File: config.mk
export PLATFORM = sky130hd
export DESIGN_NAME = chk_seq_gen
export DESIGN_NICKNAME = d
export VERILOG_FILES = /design/src/rtl/chk_pkg.sv /design/src/rtl/chk_seq_gen.sv
export SDC_FILE = /design/constraint.sdc
export NUM_CORES = 1
export LEC_CHECK = 0
export CAP_MARGIN = 15
export CORE_MARGIN = 2
export CORE_UTILIZATION = 60
export DETAILED_ROUTE_END_ITERATION = 7
export GPL_ROUTABILITY_DRIVEN = 1
export PLACE_DENSITY = 0.82
export SETUP_SLACK_MARGIN = 0.02
export SYNTH_ARGS = -nofsm -noshare
export SYNTH_HDL_FRONTEND = slang
export SYNTH_SLANG_ARGS = --single-unit
export TNS_END_PERCENT = 20
File: constraint.sdc
create_clock -name clk -period 4.15 [get_ports clk]
set_clock_uncertainty 0.15 [all_clocks]
set_input_delay 0.83 -clock clk [delete_from_list [all_inputs] [get_ports clk]]
set_output_delay 0.83 -clock clk [all_outputs]
set_load 0.01 [all_outputs]
File: src/rtl/chk_pkg.sv
// ---------------------------------------------------------------------------
// chk_pkg
// Shared definitions for the memory result checker:
//   - chk_mode_e   : expected-sequence selector (FIBO / SORT / ZERO / reserved)
//   - chk_state_e  : checker FSM states
//   - chk_log_entry_t : one mismatch-log record {1-based index, actual data}
// The log record uses fixed maximum widths because a package cannot see the
// top-level parameters; the top module narrows/widens on access. This limits
// the optional log to DATA_W <= 64 and index widths <= 16 bits.
// ---------------------------------------------------------------------------
package chk_pkg;

  typedef enum logic [1:0] {
    CHK_FIBO = 2'd0,
    CHK_SORT = 2'd1,
    CHK_ZERO = 2'd2,
    CHK_RSVD = 2'd3
  } chk_mode_e;

  typedef enum logic [2:0] {
    ST_IDLE  = 3'd0,
    ST_ISSUE = 3'd1,
    ST_WAIT  = 3'd2,
    ST_CMP   = 3'd3,
    ST_DONE  = 3'd4
  } chk_state_e;

  localparam int CHK_LOG_DEPTH  = 4;
  localparam int CHK_LOG_IDX_W  = 16;
  localparam int CHK_LOG_DATA_W = 64;

  typedef struct packed {
    logic [CHK_LOG_IDX_W-1:0]  idx;
    logic [CHK_LOG_DATA_W-1:0] data;
  } chk_log_entry_t;

endpackage

File: src/rtl/chk_seq_gen.sv
// ---------------------------------------------------------------------------
// chk_seq_gen
// Generates the expected word e(k) for the selected mode.
//   clk, rst   : clock, synchronous active-high reset
//   load_i     : initialise to e(0) for mode_i
//   adv_i      : step from e(k) to e(k+1) using mode_i
//   mode_i     : sequence select (chk_mode_e encoding)
//   exp_o      : current expected value e(k)
// Two DATA_W registers: cur_q holds e(k), prev_q holds e(k-1) (FIBO only).
// All arithmetic wraps modulo 2^DATA_W.
// ---------------------------------------------------------------------------
module chk_seq_gen
  import chk_pkg::*;
#(
  parameter int DATA_W     = 64,
  parameter int SORT_FIRST = -3
) (
  input  logic              clk,
  input  logic              rst,
  input  logic              load_i,
  input  logic              adv_i,
  input  logic [1:0]        mode_i,
  output logic [DATA_W-1:0] exp_o
);

  // Sized cast of a signed int sign-extends to the full word.
  localparam logic [DATA_W-1:0] SORT_INIT = DATA_W'(SORT_FIRST);

  logic [DATA_W-1:0] cur_q, cur_d;
  logic [DATA_W-1:0] prev_q, prev_d;

  always_comb begin
    cur_d  = cur_q;
    prev_d = prev_q;
    if (load_i) begin
      prev_d = '0;
      case (mode_i)
        CHK_FIBO: cur_d = DATA_W'(1);   // prev=0 makes the first advance give e1=1
        CHK_SORT: cur_d = SORT_INIT;
        default:  cur_d = '0;
      endcase
    end else if (adv_i) begin
      case (mode_i)
        CHK_FIBO: begin
          cur_d  = cur_q + prev_q;
          prev_d = cur_q;
        end
        CHK_SORT: cur_d = cur_q + DATA_W'(1);
        default:  cur_d = '0;
      endcase
    end
  end

  always_ff @(posedge clk) begin
    if (rst) begin
      cur_q  <= '0;
      prev_q <= '0;
    end else begin
      cur_q  <= cur_d;
      prev_q <= prev_d;
    end
  end

  assign exp_o = cur_q;

endmodule

==> reports/results.txt <==
row count - 44
DRC - 0
Yosys reg bits - 128
GP Congestion - 0.989
largest family of logic cells by synthesized area - compound AO/OA/AOI/OAI gates
vias per cell - 6.38
compound-cell area share of the yosys netlist - 28.9%
largest net degree at the start of global routing - 65
fillers - 886
CTS buffer count - 17
fin. max-slew vios - 0
CP Max Fanout - 24
Crit Path Category - primary input to flip-flop
cell with the most instances after synthesis - nand2_1
xor/xnor share of the synthesized area - 5.58%
peak supply drop - 296 uV
Port Buffers - 69
CP required - 4.35 ns
Synth async-reset ratio - 0%
worst min path class - flip-flop to flip-flop
Crit Reg-Reg Endpoint - exp_o[60]
placed cells - 1577
final instance area - 12200 um^2
clk root buf - clkbuf_16
CP max stage cell - clkdlybuf4s50_1
CTS max path bufs - 2
synthesized instance count - 1187
commonest register cell after synthesis - dfxtp_1
GR met3 Demand/Resource - 6.75%
post-layout min period - 4.11 ns
Worst setup SP type - primary input
YS warnings - 0
vias - 10293
Hold-fix buffers, CTS - 0
setup_tns - 0 ns
hold path depth - 2
Placed Area - 11200 um^2
hold path endpoint - prev_q[48]
gr ovfl total - 0
share of layout cells above drive strength 1 - 22.7%
syn avg cell area - 7.53 um^2
CTS HTree Levels - 4
worst r2r src - prev_q[0]
Crit. End Element - flip-flop
worst slew pin tran - 0.806 ns
status - finished clean
DRT iter0 DRCs - 1265
Final Hold Viols - 0
Die Ht - 126 um
post-synthesis cell type count - 74
GRT busiest layer - met2
Routed Antenna Nets - 0
mux cell area share after synthesis - 0.336%
Static Leak - 5.02 nW
clk_lat worst skew - 0.43 ns
final setup violation count - 0
drt total wl - 30.6 mm
initial antenna violation count - 0
initial core utilization - 61.5%
met2 usage - 58.6%
DRT Pass-1 Iters - 5
Max Cap Viol - 0
Final Power - 3.30 mW
clock slew at reported path FFs - 0.06 ns
CTS Sinks - 128
routed length per instance - 18.9 um
TritonCTS clock tree - yes
Layout Cells excl Fill - 1614
GR Util met1 - 46.9%
sequential cell area fraction in the yosys report - 28.7%
Peak Freq - 243 MHz
Setup Slack @ Placement - -0.451 ns
Pwr Density - 270 nW/um^2
Hold Path Origin - prev_q[48]
Synth Area in Adders - 9.04%
Post-Syn Area - 8940 um^2
Synth top area share - 28.7%
Placeable Area - 14500 um^2
fin crit share - 99.1%
first-pass GRT wire length - 47.4 mm
slack of the critical path - 0.0368 ns
Top Ports - 70
Net Count, Synth - 1257
Post-synth top cells - nand2_1 (194), a21oi_1 (169), dfxtp_1 (128)
Synth Area in Simple Gates - 23.1%
post-layout util - 84.2%
crit-path max cell delay - 0.42 ns
reg2reg path depth - 16
GRT Util Overall - 36.2%
largest cells by area after synthesis - dfxtp_1 (29%), a21oi_1 (9.5%), ha_1 (8.8%)
unrepaired setup endpoints after global routing - true
DPL Wire Length - 20.3 mm
area delta synth->final - 36.8%
FF-to-FF setup slack - 0.80 ns
number of global-route vias before repair - 9903
Antenna Diode Count - 0
die area - 15900 um^2
number of synthesized flops with an enable pin - 0
critical path cell sequence - clkdlybuf4s50_1 -> nand2b_4 -> buf_12 -> nand2b_1 -> ha_1 -> inv_1 -> fa_1 -> nor2b_2 -> o211ai_2 -> a21oi_2 -> a31o_2 -> a21o_1 -> a31oi_4 -> buf_4 -> buf_4 -> a21oi_2 -> nor3_1 -> nand3b_1 -> a21oi_1
WHS - 0.298 ns
# nets final - 1487
Slew headroom - 46.3%
die extent in x - 126 um
post-synth top area cell - dfxtp_1
Arr. time, crit path - 4.32 ns
area by class of cell:
| cell class | instances | area [um^2] | share of cell area (%) |
|---|---|---|---|
| Timing Repair Buffer | 287 | 2400 | 19.6 |
| Sequential cell | 128 | 2560 | 20.9 |
| Clock inverter | 10 | 183 | 1.49 |
| Clock buffer | 22 | 464 | 3.79 |
| Inverter | 20 | 75.1 | 0.614 |
| Multi-Input combinational cell | 963 | 6320 | 51.7 |
| Tap cell | 184 | 230 | 1.88 |
logic make-up (layout without fill, tap and decap cells):
kind of cell,Yosys count,count (layout)
and+or+nand+nor,440,440
adders and majority gates,64,64
AOI/OAI and AO/OA,399,399
DFF,128,128
muxes,3,3
xor gates and xnor gates,57,57
buffers and inverters,96,339
registers in the layout, summed over array words and instances, names as in the netlist:
signal,cells
exp_o,64
prev_q,64
timing repair:
action	CTS	global route
gates resized for setup	5	52
pin swaps	0	17
buffers inserted	0	4
setup endpoints to repair	7	36
worst max-delay path, delay by kind of cell:
family	cells	cell delay, ns
buf+inv	5	0.94
simple gates	5	0.62
compound gates	7	1.33
fa+ha+maj	2	0.58
metal layers:
layer | share of wire (%) | vias to the layer above
met5 | 0 | -
met4 | 3.8 | 0
met3 | 8.8 | 112
met2 | 46 | 625
met1 | 41 | 4857
li1 | - | 4699
report_power, final:
part	switching, mW	internal, mW	total (mW)	leakage [nW]
clock	0.578	1.09	1.67	0.306
sequential	0.0327	1.25	1.29	1.04
combinational	0.194	0.149	0.343	3.68
how the worst max path moves through the flow:
stage                     startpoint         to  slack, ns  depth (start not counted)
final                      mode_i[1]  exp_o[60]       0.04                         19
after global routing       mode_i[1]  exp_o[60]      -0.08                         19
after CTS                  mode_i[1]  exp_o[37]      -0.01                         18
after detailed placement   mode_i[1]  exp_o[56]      -0.45                         17
after global placement     mode_i[1]  exp_o[56]      -0.41                         17
after floorplan            mode_i[1]  exp_o[55]       0.30                         16
placed cells by master (no fill, tap or decap), drive strengths merged, types with 13 or more instances in the layout:
master         netlist  routed
nor2                88      88
a221oi              35      35
nand4               16      16
nand2              194     194
ha                  63      63
o21bai              13      13
nor3                17      17
clkbuf              62      22
and2                67      67
o22ai               27      27
dfxtp              128     128
xnor2               33      33
clkdlybuf4s50        0      67
a21o                29      29
o21ai               53      53
xor2                24      24
a21oi              173     173
inv                 20      20
buf                 14     219
Power figures use the tool's default switching activity.
